File: config.mk
export PLATFORM = sky130hd
export DESIGN_NAME = key_debouncer
export DESIGN_NICKNAME = d
export VERILOG_FILES = /design/src/rtl/stopwatch_pkg.sv /design/src/rtl/key_debounce_channel.sv /design/src/rtl/key_debouncer.sv
export SDC_FILE = /design/constraint.sdc
export NUM_CORES = 1
export LEC_CHECK = 0
export ABC_AREA = 0
export BUFFER_PORTS_ARGS = -buffer_cell sky130_fd_sc_hd__buf_2
export CAP_MARGIN = 10
export CORE_MARGIN = 5
export CORE_UTILIZATION = 29
export CTS_CLUSTER_SIZE = 30
export DETAILED_ROUTE_END_ITERATION = 12
export MAX_ROUTING_LAYER = met4
export PLACE_DENSITY_LB_ADDON = 0.1
export SYNTH_ARGS = -nofsm -noshare
export SYNTH_HDL_FRONTEND = slang
export SYNTH_SLANG_ARGS = --single-unit
File: constraint.sdc
create_clock -name clk -period 2.55 [get_ports clk]
set_clock_uncertainty 0.2 [all_clocks]
set_input_delay 0.6375 -clock clk [delete_from_list [all_inputs] [get_ports clk]]
set_output_delay 0.6375 -clock clk [all_outputs]
set_load 0.005 [all_outputs]
File: src/rtl/stopwatch_pkg.sv
// Shared definitions for the stopwatch control path: key channel states,
// key index assignments and the default debounce interval.
package stopwatch_pkg;

  typedef enum logic [1:0] {
    IDLE      = 2'd0,
    PRESS_CHK = 2'd1,
    HELD      = 2'd2,
    REL_CHK   = 2'd3
  } key_state_t;

  localparam int unsigned KEY_RESET   = 0;
  localparam int unsigned KEY_START   = 1;
  localparam int unsigned KEY_DISPLAY = 2;

  // 200 ms at 50 MHz
  localparam int unsigned DEFAULT_DELAY_TIME = 10000000;

endpackage

File: src/rtl/key_debounce_channel.sv
// Single active-low key: two-flop synchroniser followed by a stability
// counter FSM that emits a registered level and one-cycle press/release pulses.
module key_debounce_channel
  import stopwatch_pkg::*;
#(
  parameter int unsigned DELAY_TIME = DEFAULT_DELAY_TIME,
  parameter int unsigned CNT_WIDTH  = 24
) (
  input  logic clk,
  input  logic reset,
  input  logic key_n,
  output logic key_level,
  output logic key_press_pulse,
  output logic key_release_pulse
);

  localparam logic [CNT_WIDTH-1:0] CNT_MAX = CNT_WIDTH'(DELAY_TIME);
  localparam logic [CNT_WIDTH-1:0] CNT_ONE = CNT_WIDTH'(1);

  logic                 sync1;
  logic                 sync2;
  logic                 p;
  key_state_t           state;
  logic [CNT_WIDTH-1:0] cnt;

  assign p = ~sync2;

  always_ff @(posedge clk) begin
    if (reset) begin
      sync1             <= 1'b1;
      sync2             <= 1'b1;
      state             <= IDLE;
      cnt               <= '0;
      key_level         <= 1'b0;
      key_press_pulse   <= 1'b0;
      key_release_pulse <= 1'b0;
    end else begin
      sync1             <= key_n;
      sync2             <= sync1;
      key_press_pulse   <= 1'b0;
      key_release_pulse <= 1'b0;
      case (state)
        IDLE: begin
          if (p) begin
            state <= PRESS_CHK;
            cnt   <= CNT_ONE;
          end
        end
        PRESS_CHK: begin
          if (!p) begin
            state <= IDLE;
            cnt   <= '0;
          end else if (cnt == CNT_MAX) begin
            state           <= HELD;
            cnt             <= '0;
            key_level       <= 1'b1;
            key_press_pulse <= 1'b1;
          end else begin
            cnt <= cnt + CNT_ONE;
          end
        end
        HELD: begin
          if (!p) begin
            state <= REL_CHK;
            cnt   <= CNT_ONE;
          end
        end
        REL_CHK: begin
          if (p) begin
            state <= HELD;
            cnt   <= '0;
          end else if (cnt == CNT_MAX) begin
            state             <= IDLE;
            cnt               <= '0;
            key_level         <= 1'b0;
            key_release_pulse <= 1'b1;
          end else begin
            cnt <= cnt + CNT_ONE;
          end
        end
        default: begin
          state <= IDLE;
          cnt   <= '0;
        end
      endcase
    end
  end

endmodule

File: src/rtl/key_debouncer.sv
// Debounces NUM_KEYS independent active-low push-buttons; one channel per key.
module key_debouncer
  import stopwatch_pkg::*;
#(
  parameter int unsigned NUM_KEYS   = 3,
  parameter int unsigned DELAY_TIME = DEFAULT_DELAY_TIME,
  parameter int unsigned CNT_WIDTH  = 24
) (
  input  logic                clk,
  input  logic                reset,
  input  logic [NUM_KEYS-1:0] key_n,
  output logic [NUM_KEYS-1:0] key_level,
  output logic [NUM_KEYS-1:0] key_press_pulse,
  output logic [NUM_KEYS-1:0] key_release_pulse
);

  for (genvar i = 0; i < NUM_KEYS; i++) begin : g_chan
    key_debounce_channel #(
      .DELAY_TIME (DELAY_TIME),
      .CNT_WIDTH  (CNT_WIDTH)
    ) u_chan (
      .clk               (clk),
      .reset             (reset),
      .key_n             (key_n[i]),
      .key_level         (key_level[i]),
      .key_press_pulse   (key_press_pulse[i]),
      .key_release_pulse (key_release_pulse[i])
    );
  end

endmodule

# --- Word-level counts from Yosys, hierarchy flattened ---
# Index checks and enable logic that the tools add are counted.
word_totals:
  elab_cells: 147
  register_bits: 93
  out_inout_bits: 9
classes:
  n_eq_ne: 36
  n_mux: 57
  reduce_logical: 21
  n_bitwise: 9
  add_sub_neg: 3
op_table:
  columns: ["cell", "n"]
  rows:
  - ["$mux W24", 15]
  - ["$pmux W24 S4", 3]
  - ["$add A24 B1 Y24 const B", 3]
  - ["$eq A24 B24 Y1 const B", 3]
  - ["$mux W2", 18]
  - ["$ne A2 B1 Y1 const B", 12]
  - ["$pmux W2 S4", 3]
  - ["$reduce_or A3 Y1", 6]
  - ["$mux W1", 15]
  - ["$reduce_and A5 Y1", 3]
  - ["$eq A2 B2 Y1 const B", 6]
  - ["$ne A2 B2 Y1 const B", 6]
  - ["$reduce_and A4 Y1", 3]
  - ["$ne A3 B1 Y1 const B", 3]
  - ["$ne A3 B3 Y1 const B", 3]
  - ["$not A1 Y1", 9]
  - ["$eq A2 B1 Y1 const B", 3]
  - ["$logic_not A2 Y1", 3]
  - ["$pmux W1 S2", 3]
  - ["$reduce_and A2 Y1", 3]
  - ["$reduce_bool A2 Y1", 3]

# --- Longest topological paths before layout ---
# Gate-level depths: netlist of the first run.
logic_depth:
  depth_word: 4
  mapped_depth: 9
  mapped_depth_nobuf: 7

# --- Hierarchy ---
# From an unflattened synthesis of the first run, not the netlist that was laid out.
unflattened:
  cells_unflattened: 548
  hier_area_um2: 4660.7
by_module_without_submodules:
  columns: ["module", "n_inst", "cells_per_inst", "area_each_um2"]
  rows:
  - ["key_debounce_channel at g_chan[0].u_chan ...", 2, 182, 1550.2]
  - ["key_debounce_channel at g_chan[2].u_chan", 1, 184, 1560.2]

# --- Least setup slack after synthesis of the first run ---
# No wires, ideal clock.
synth_path:
  path_type: "reg-to-reg"
  start: "reg g_chan[1].u_chan.cnt[2]"
  end: "reg g_chan[1].u_chan.cnt[16]"
  slack_ns: 0.222
  period_less_slack_ns: 2.328
  t_arrival_ns: 2.011
  t_required_ns: 2.233
  stages_incl_launch_ff: 7
  path_cell_list: "dfxtp_1 > or4_1 > or3_4 > o311ai_4 > buf_6 > o21ai_1 > a22o_1"
synth_via:
  elab_chain_len: 4
  elab_cells_between_ends: 6
synth_lines:
  columns: ["item", "line_no", "source"]
  rows:
  - ["start, declared", "key_debounce_channel.sv:24", "logic [CNT_WIDTH-1:0] cnt;"]
  - ["start signal, assigned", "key_debounce_channel.sv:59", "cnt <= cnt + CNT_ONE;"]
  - ["start signal, assigned", "key_debounce_channel.sv:78", "cnt <= cnt + CNT_ONE;"]
  - ["$add A24 B1 Y24 / $eq A24 B24 Y1 (equally long branches)", null, null]
  - ["$mux W24 (*)", "key_debounce_channel.sv:53, key_debounce_channel.sv:72", null]
  - ["$mux W24 (on tied branches)", "key_debounce_channel.sv:69, key_debounce_channel.sv:50", null]
  - ["$pmux W24 S4 (*)", "key_debounce_channel.sv:42", "case (state)"]
# Mark *: on every way between the ends. The rest lies on a longest branch, timed or not.
# A chain may end at the register's enable or synchronous reset.

# --- Worst setup path after layout of the first run ---
layout_path:
  start: "reg g_chan[2].u_chan.cnt[7]"
  end: "reg g_chan[2].u_chan.key_level"
layout_via:
  elab_chain_len: 3
  elab_cells_between_ends: 4
layout_lines:
  columns: ["item", "line_no", "source"]
  rows:
  - ["start, declared", "key_debounce_channel.sv:24", null]
  - ["start signal, assigned", "key_debounce_channel.sv:59", null]
  - ["start signal, assigned", "key_debounce_channel.sv:78", null]
  - ["$eq A24 B24 Y1 (*)", "key_debounce_channel.sv:53, key_debounce_channel.sv:72", null]
  - ["$ne A2 B1 Y1 (no source line)", null, null]
  - ["$reduce_and A5 Y1 (no source line) (*)", null, null]
  - ["end signal, assigned", "key_debounce_channel.sv:34", "key_level <= 1'b0;"]
  - ["end signal, assigned", "key_debounce_channel.sv:56", "key_level <= 1'b1;"]
  - ["end signal, assigned", "key_debounce_channel.sv:75", "key_level <= 1'b0;"]
  - ["end, declared", "key_debounce_channel.sv:12", "output logic key_level,"]
# Marked as above.

==> metrics.txt, run 1 <==
top cell type's share of synthesized area about two fifths; DRC 0; Synthesized Nets approximately 570; Avg Inst Size Synth around 8.3 um^2; initial antenna violation count 0; share of cells above drive strength 1 13.4%; Final Hold Fails 0; Final Critical Period between 2000 and 2500 ps; gr ovfl total 0; Rows between 40 and 50; Synth async-reset ratio 0%; Setup-failing EPs final 0; fin. max-slew vios 0; Post-Syn Instances between 500 and 600; run status completed; routability cong. slightly below 0.8; dpl hpwl 7.84 mm; ANT nets after route 0; Area Overhead vs Synth 15.4%; die area 0.0188 mm^2; commonest non-fill, non-tap cells in the layout dfxtp_1, nand2_1, nand3_1; Max VDD drop slightly below 0.4 mV; Worst-path clk slew ~70 ps; NumNets Final between 500 and 600; Post-Syn Area roughly 0.0047 mm^2; Post-DP Area 0.00509 mm^2; H-tree depth 3; Slew headroom approximately 60%; CTS tree yes; total of max-cap violations 0; crit start category flip-flop; Total GRT Usage around an eighth; n_diodes 0; final wirelength about 11 mm; cts bufs inserted 9; Initial Utilization between 20% and 30%; core area 0.0158 mm^2; Die X-Extent around 140 um; Seq/Total Area, Yosys about two fifths; clk buf depth 2; drt wl/cell ~14 um; EDFF count, synth 0; Slew @ Worst Pin between 500 and 600 ps; pwr dens between 500 and 600 mW/mm^2; First DRT Iteration DRCs 273; Yosys warnings 0; worst path required time 2630 ps; drt pass-1 iters 5; post-synth cell types 60; Vias 4,118; largest cells by area after synthesis dfxtp_1, a31oi_1, nand3_1; pin count of the biggest net entering global routing 28; Hold WC Path Type flip-flop to flip-flop; Pleak between 1.5 and 2 nW; Root Driver clkbuf_16; final worst path period share approximately 95%; CP endpoint kind flip-flop; first-pass GRT wire length between 15 and 20 mm; IO Port Bufs 13; Sink Count 93; worst path arrival time 2510 ps; Boundary Pins 14; FF+latch count, synth 93; die height approximately 140 um; Synth area leader dfxtp_1; detail-routed via count per cell a little over 5; Max Fclk about 0.41 GHz; kind of critical path flip-flop to flip-flop; crit path max fanout 6; commonest non-fill, non-tap cell in the layout dfxtp_1; Top FF cell, synth dfxtp_1; Worst-Skew Late Latency roughly 350 ps; final instance area around 0.0054 mm^2; vias in the first global route between 3,000 and 4,000; WHS approximately 210 ps
-- critical path, stage by stage (launching register included) --
cell	delay, ps
dfxtp_1	420
or4b_2	670
nor4_4	410
nand3_2	150
or3_1	340
a31oi_1	170
-- routing by layer --
layer | global-route usage [%] | routed length, um | up-vias | part of all wire, %
met5 | - | 0 | - | 0
met4 | 3.38 | 138 | 0 | 1.2
met3 | 3.90 | 354 | 10 | 3.1
met2 | 19.2 | 4930 | 44 | 44
met1 | 17.6 | 5820 | 1920 | 52
li1 | - | - | 2144 | -
-- final timing paths --
kind	from	end	slack, ps	cells after the start
worst max register to register	g_chan[2].u_chan.cnt[7]	g_chan[2].u_chan.key_level	120	5
worst min-delay path	g_chan[0].u_chan.sync1	g_chan[0].u_chan.sync2	210	1
worst max-delay path	g_chan[2].u_chan.cnt[7]	g_chan[2].u_chan.key_level	120	5
worst min register to register	g_chan[0].u_chan.sync1	g_chan[0].u_chan.sync2	210	1
-- cells by family after synthesis --
kind of cell	after synthesis	share of synthesized area, %
and+or+nand+nor	244	28.7
AOI/OAI and AO/OA	142	20.0
DFF	93	39.8
buffers and inverters	54	5.38
xor gates and xnor gates	16	3.00
muxes	7	1.50
adders and majority gates	6	1.61
-- sequential cells by signal, indices dropped and copies added (netlist names), named ones only --
signal                           count
g_chan.u_chan.key_level              3
g_chan.u_chan.state                  3
g_chan.u_chan.key_release_pulse      3
g_chan.u_chan.key_press_pulse        3
g_chan.u_chan.cnt                   72
g_chan.u_chan.sync2                  3
g_chan.u_chan.sync1                  3
-- where the power goes --
group          total (mW)  switching [mW]  internal [mW]
clock network        1.27           0.605          0.662
registers            1.48          0.0136           1.47
logic               0.115          0.0692         0.0454
total                2.86           0.688           2.17
-- metrics by stage --
stage / setup TNS, ps / std cells / setup slack [ps] / power (mW) / util, %
floorplan: 0 / 562 / 222 / 1.59 / -
global placement: 0 / 788 / 192 / 1.63 / 32.1
detailed placement: 0 / 788 / 113 / 1.63 / 32.1
CTS: 0 / 804 / 99.3 / 2.92 / 33.9
global route: -6.26 / 806 / -6.26 / 2.99 / 34.1
finish: 0 / 806 / 117 / 2.86 / 34.1
-- cell type report --
type	instances	area, um^2
flip-flops and latches	93	1860
inverters	22	82.6
fillers	1673	10400
multi-input cells	415	2580
repair buffers	44	323
clock inverters	7	52.6
clock buffers	9	225
well taps	216	270
-- timing repair --
action	in CTS	in global routing
gates resized for setup	0	3
buffers inserted	0	2
endpoints found under the setup margin	0	14
hold buffers	0	0
-- cell usage after synthesis (6+ instances only) --
| cell | instances |
|---|---|
| a21o_1 | 6 |
| or3_1 | 10 |
| a21oi_1 | 34 |
| o211ai_1 | 6 |
| nor4_1 | 11 |
| nand4_1 | 22 |
| xnor2_1 | 6 |
| mux2i_1 | 7 |
| and3_1 | 14 |
| and2_1 | 6 |
| nand2_1 | 52 |
| inv_1 | 22 |
| nor2_1 | 32 |
| nand3_1 | 44 |
| or2_2 | 6 |
| ha_1 | 6 |
| nor3_1 | 12 |
| buf_4 | 9 |
| a31oi_1 | 37 |
| clkbuf_1 | 13 |
| nand2b_1 | 9 |
| dfxtp_1 | 93 |
| a22o_1 | 11 |
| o21ai_0 | 22 |
| buf_2 | 6 |
| xor2_1 | 10 |
| and4_1 | 6 |
(Power assumes the default switching activity.)
==> run 2: changes to the inputs <==
clock period = 2.2 ns   (was 2.55 ns; I/O delays follow)
==> metrics.txt, run 2 (synthesis results as in run 1) <==
run status finished with violations; violated checks negative setup slack; NumNets Final 657 (+10%); Largest register FFs 72 (unchanged); crit path max fanout 6 (unchanged); final wirelength 12.9 mm (+14%); crit path buf inv count 2 (+2); share of cells above drive strength 1 30.1% (+17 points); Final Hold Fails 0 (unchanged); Slowest-stage cell, CP or4_1; Fillers 1,598 (-4.5%); final worst path period share 106% (+11 points); Max stage delay on crit path 510 ps (-160 ps); area of the multi-input gates 0.00291 mm^2 (+13%); crit-path leading delay family simple AND/OR/NAND/NOR gates; routability cong. 0.791 (+0.73%); cts bufs inserted 9 (unchanged); detail-routed via count per cell 5.18 (+1.4%); fin. max-slew vios 0 (unchanged); sequential cell area 0.00187 mm^2 (+0.60%); crit start category flip-flop; Area Overhead vs Synth 33.8%; CP endpoint kind flip-flop; final instance area 0.00625 mm^2 (+16%); Final Critical Period 2340 ps (-91.3 ps); dpl cells 833 (+5.7%); die height 137 um (unchanged); initial antenna violation count 0 (unchanged); pwr dens 537 mW/mm^2 (+1.3%); Sink Count 93 (unchanged); Initial Utilization 29.5% (unchanged); Root Driver clkbuf_16; Slew headroom 70.2% (+9.9 points); clk buf depth 2 (unchanged); Critical R2R Launch g_chan[1].u_chan.cnt[3]; Pleak 2.38 nW (+25%); Post-DP Area 0.00548 mm^2 (+7.6%); Hold Path Origin key_n[0]; Vias 4,490 (+9.0%); DRC 0 (unchanged); First DRT Iteration DRCs 320 (+17%); dpl hpwl 8.50 mm (+8.4%); Worst R2R Path Depth 7 (+2); IO Port Bufs 13 (unchanged); Rows 46 (unchanged); H-tree depth 3 (unchanged); RSZ-0062 raised after global routing yes; first-pass GRT wire length 20.0 mm (+4.6%); worst path arrival time 2380 ps (-130 ps); core area 0.0158 mm^2 (unchanged); pin count of the biggest net entering global routing 21 (-25%); gr ovfl total 0 (unchanged); Setup-failing EPs final 21 (+21); commonest non-fill, non-tap cells in the layout dfxtp_1, buf_4, nand2_1; die area 0.0188 mm^2 (unchanged); Worst-path clk slew 70 ps (about the same); Hold Crit Endpoint g_chan[0].u_chan.sync1; Boundary Pins 14 (unchanged); Max Fclk 0.427 GHz (+3.9%); final core utilization 39.5% (+5.4 points); Setup WS post-layout -141 ps (-259 ps); Max VDD drop 0.328 mV (-15%); vias in the first global route 4,044 (+5.1%); drt wl/cell 14.8 um (+6.3%); final non-filler cell total 867 (+7.6%); Hold WC Path Type primary input to flip-flop; ANT nets after route 0 (unchanged); worst reg2reg path endpoint g_chan[1].u_chan.cnt[12]; drt pass-1 iters 5 (unchanged); kind of critical path flip-flop to flip-flop; Total GRT Usage 13.6% (+0.56 points); n_diodes 0 (unchanged); Hold Path Depth 2 (+1); hold_buf cts 0 (unchanged); crit-path cells or4_1 -> or3_4 -> o311ai_4 -> buf_6 -> buf_12 -> o21ai_2 -> a22o_1; total of max-cap violations 0 (unchanged); Worst-Skew Late Latency 350 ps (about the same); Die X-Extent 137 um (unchanged); CTS tree yes; commonest non-fill, non-tap cell in the layout dfxtp_1; worst path required time 2240 ps (-390 ps); r2r setup slk -140 ps (-260 ps); register with the most flip-flops g_chan.u_chan.cnt; Slew @ Worst Pin 447 ps (-145 ps)
## run 2: timing repair
| action | 4_1_cts | 5_1_grt |
|---|---|---|
| endpoints found under the hold margin | 0 | 0 |
| buffers inserted | 2 | 7 |
| gates resized for setup | 8 | 66 |
| setup endpoints to repair | 29 | 63 |
| cloned | 1 | 8 |
| pin swaps | 6 | 23 |
## run 2: report_power, final
part           internal (mW)  total [mW]  switching (mW)
Sequential              1.70        1.72          0.0163
Combinational         0.0654       0.156          0.0906
Clock                  0.796        1.49           0.691
Total                   2.56        3.36           0.798
## run 2: layout make-up
| class | instances | area share, % |
|---|---|---|
| Tap cell | 216 | 4.32 |
| Clock buffer | 10 | 3.82 |
| Sequential cell | 93 | 30.0 |
| Inverter | 22 | 1.32 |
| Multi-Input combinational cell | 418 | 46.5 |
| Timing Repair Buffer | 102 | 13.4 |
| Clock inverter | 6 | 0.600 |
## run 2: worst max-delay path by stage
stage                                     to  slack [ps]  cells after the start                    start
detailed placement  g_chan[1].u_chan.cnt[16]        -120                      6  g_chan[1].u_chan.cnt[4]
global placement    g_chan[1].u_chan.cnt[19]        -100                      5  g_chan[1].u_chan.cnt[4]
finish              g_chan[1].u_chan.cnt[12]        -140                      7  g_chan[1].u_chan.cnt[3]
CTS                 g_chan[1].u_chan.cnt[16]        -120                      6  g_chan[1].u_chan.cnt[4]
floorplan           g_chan[1].u_chan.cnt[16]         -70                      6  g_chan[1].u_chan.cnt[3]
global route        g_chan[1].u_chan.cnt[12]        -200                      7  g_chan[1].u_chan.cnt[3]
## run 2: metrics by stage
stage	power, mW	worst slack [ps]	hold slack (ps)	TNS (ps)
after floorplan	1.84	-69.4	189	-269
after global placement	1.90	-96.5	197	-992
after detailed placement	1.90	-120	194	-1420
after CTS	3.41	-125	171	-1380
after global routing	3.50	-197	179	-3590
final	3.36	-141	185	-1300
## run 2: routing by layer
| metal | share of wire (%) | GRT usage, % |
|---|---|---|
| met1 | 49 | 17.3 |
| met2 | 47 | 22.0 |
| met3 | 3.0 | 2.98 |
| met4 | 1.2 | 3.66 |
| met5 | 0 | - |
==> run 3: changes to the inputs <==
GPL_TIMING_DRIVEN = 0   (was unset)
==> metrics.txt, run 3 (synthesis results as in run 1) <==
commonest non-fill, non-tap cell in the layout dfxtp_1; drt wl/cell 15.6 um (+4.9%); run status finished with violations; Worst R2R Path Depth 6 (-1); Hold Path Origin key_n[0]; first-pass GRT wire length 21.3 mm (+6.7%); crit start category flip-flop; commonest non-fill, non-tap cells in the layout dfxtp_1, nand2_1, nand3_1; Max Fclk 0.432 GHz (+1.1%); final instance area 0.00603 mm^2 (-3.6%); cts bufs inserted 9 (unchanged); Max VDD drop 0.346 mV (+5.6%); r2r setup slk -120 ps (+30 ps); pwr dens 562 mW/mm^2 (+4.6%); total power 3.39 mW (+0.85%); die area 0.0188 mm^2 (unchanged); register with the most flip-flops g_chan.u_chan.cnt; violated checks negative setup slack; crit path from g_chan[1].u_chan.cnt[3]; First DRT Iteration DRCs 215 (-33%); Hold Crit Endpoint g_chan[0].u_chan.sync1; DRC 0 (unchanged); clk buf depth 2 (unchanged); Setup-failing EPs final 30 (+43%); gr ovfl total 0 (unchanged); kind of critical path flip-flop to flip-flop; WHS 167 ps (-18.0 ps); NumNets Final 629 (-4.3%); n_diodes 0 (unchanged); worst path arrival time 2330 ps (-50 ps); Slew @ Worst Pin 1000 ps (+555 ps); final core utilization 38.1% (-1.4 points); Largest register FFs 72 (unchanged); Fillers 1,618 (+1.3%); dpl hpwl 8.51 mm (about the same); drt pass-1 iters 5 (unchanged); Hold Path Depth 2 (unchanged); Hold WC Path Type primary input to flip-flop; IO Port Bufs 13 (unchanged); initial antenna violation count 0 (unchanged); ANT nets after route 0 (unchanged); fin. max-slew vios 0 (unchanged); Rows 46 (unchanged); pin count of the biggest net entering global routing 18 (-14%); most numerous cell on the critical path a31oi_1; Worst-path clk slew 70 ps (about the same); Area Overhead vs Synth 28.9%; Initial Utilization 29.5% (unchanged); Max stage delay on crit path 490 ps (-20 ps); total of max-cap violations 0 (unchanged); Die X-Extent 137 um (unchanged); Total GRT Usage 14.6% (+0.98 points); Final Critical Period 2320 ps (-25.9 ps); detail-routed via count per cell 5.31 (+2.6%); Sink Count 93 (unchanged); CP endpoint kind flip-flop; Boundary Pins 14 (unchanged); Slew headroom 32.9% (-37 points); Pleak 2.22 nW (-6.9%); routability cong. 0.766 (-3.2%); CTS tree yes; pre-CTS setup slack -542 ps (-423 ps); Setup WS post-layout -115 ps (+25.9 ps); hold_buf cts 0 (unchanged); RSZ-0062 raised after global routing yes; worst path required time 2220 ps (-20 ps); crit-path cells or4_1 -> or3_4 -> o311a_4 -> buf_12 -> a31oi_1 -> a31oi_1; core area 0.0158 mm^2 (unchanged); final wirelength 13.1 mm (+1.5%); share of cells above drive strength 1 27.3% (-2.8 points); Worst-Skew Late Latency 360 ps (about the same); die height 137 um (unchanged); final non-filler cell total 839 (-3.2%); final worst path period share 105% (-1.2 points); TNS Setup -1740 ps (-444 ps); Post-DP Area 0.00508 mm^2 (-7.2%); Root Driver clkbuf_16; dpl cells 791 (-5.0%); Vias 4,457 (-0.73%); Slowest-stage cell, CP or4_1; worst reg2reg path endpoint g_chan[1].u_chan.cnt[9]; H-tree depth 3 (unchanged); Critical R2R Launch g_chan[1].u_chan.cnt[3]; vias in the first global route 4,166 (+3.0%); crit path max fanout 7 (+1); Final Hold Fails 0 (unchanged)
[run 3: cell types whose count changed in the layout (fill, tap and decap cells not counted), moves of 4 or more]
cell and change:
buf_6 +7, buf_4 -41, dfxtp_1 -6, nor4_1 -6, clkbuf_1 +6, nor4_4 +6, a31oi_1 +4
[run 3: how the worst max path moves through the flow]
| stage | end | slack, ps | cells past startpoint |
|---|---|---|---|
| global placement | g_chan[0].u_chan.cnt[21] | -550 | 8 |
| finish | g_chan[1].u_chan.cnt[9] | -120 | 6 |
| global route | g_chan[1].u_chan.cnt[5] | -170 | 6 |
| detailed placement | g_chan[0].u_chan.cnt[9] | -540 | 8 |
| CTS | g_chan[2].u_chan.key_level | -160 | 8 |
| floorplan | g_chan[1].u_chan.cnt[16] | -70 | 6 |
[run 3: critical path: cells and delay by family (launching register included)]
kind | cells | cell delay [ps]
AOI/OAI and AO/OA | 3 | 600
and+or+nand+nor | 2 | 880
DFF | 1 | 340
buffers and inverters | 1 | 160
[run 3: cell type report]
type	count	area (um^2)	share of cell area, %
Buffer	27	194	3.22
Clock buffer	9	225	3.74
Clock inverter	7	56.3	0.934
Inverter	22	82.6	1.37
Multi-Input combinational cell	416	2930	48.6
Sequential cell	93	1890	31.3
Tap cell	216	270	4.48
Timing Repair Buffer	49	383	6.35
[run 3: timing repair]
item | in CTS | in global routing
cloned | 5 | 1
setup buffers | 18 | 14
pin swaps | 22 | 17
setup endpoints to repair | 80 | 78
gates resized for setup | 69 | 38
[run 3: power breakdown]
group	leakage [nW]	switching [mW]	internal, mW
registers	0.759	0.0170	1.70
logic	1.32	0.0914	0.0590
clock network	0.137	0.741	0.783
[run 3: per-layer routing]
| metal | GRT usage (%) | part of all wire [%] | vias up |
|---|---|---|---|
| met1 | 18.9 | 49 | 2161 |
| li1 | - | - | 2207 |
| met5 | - | 0 | - |
| met3 | 3.31 | 3.4 | 18 |
| met4 | 5.32 | 1.6 | 0 |
| met2 | 22.4 | 46 | 71 |
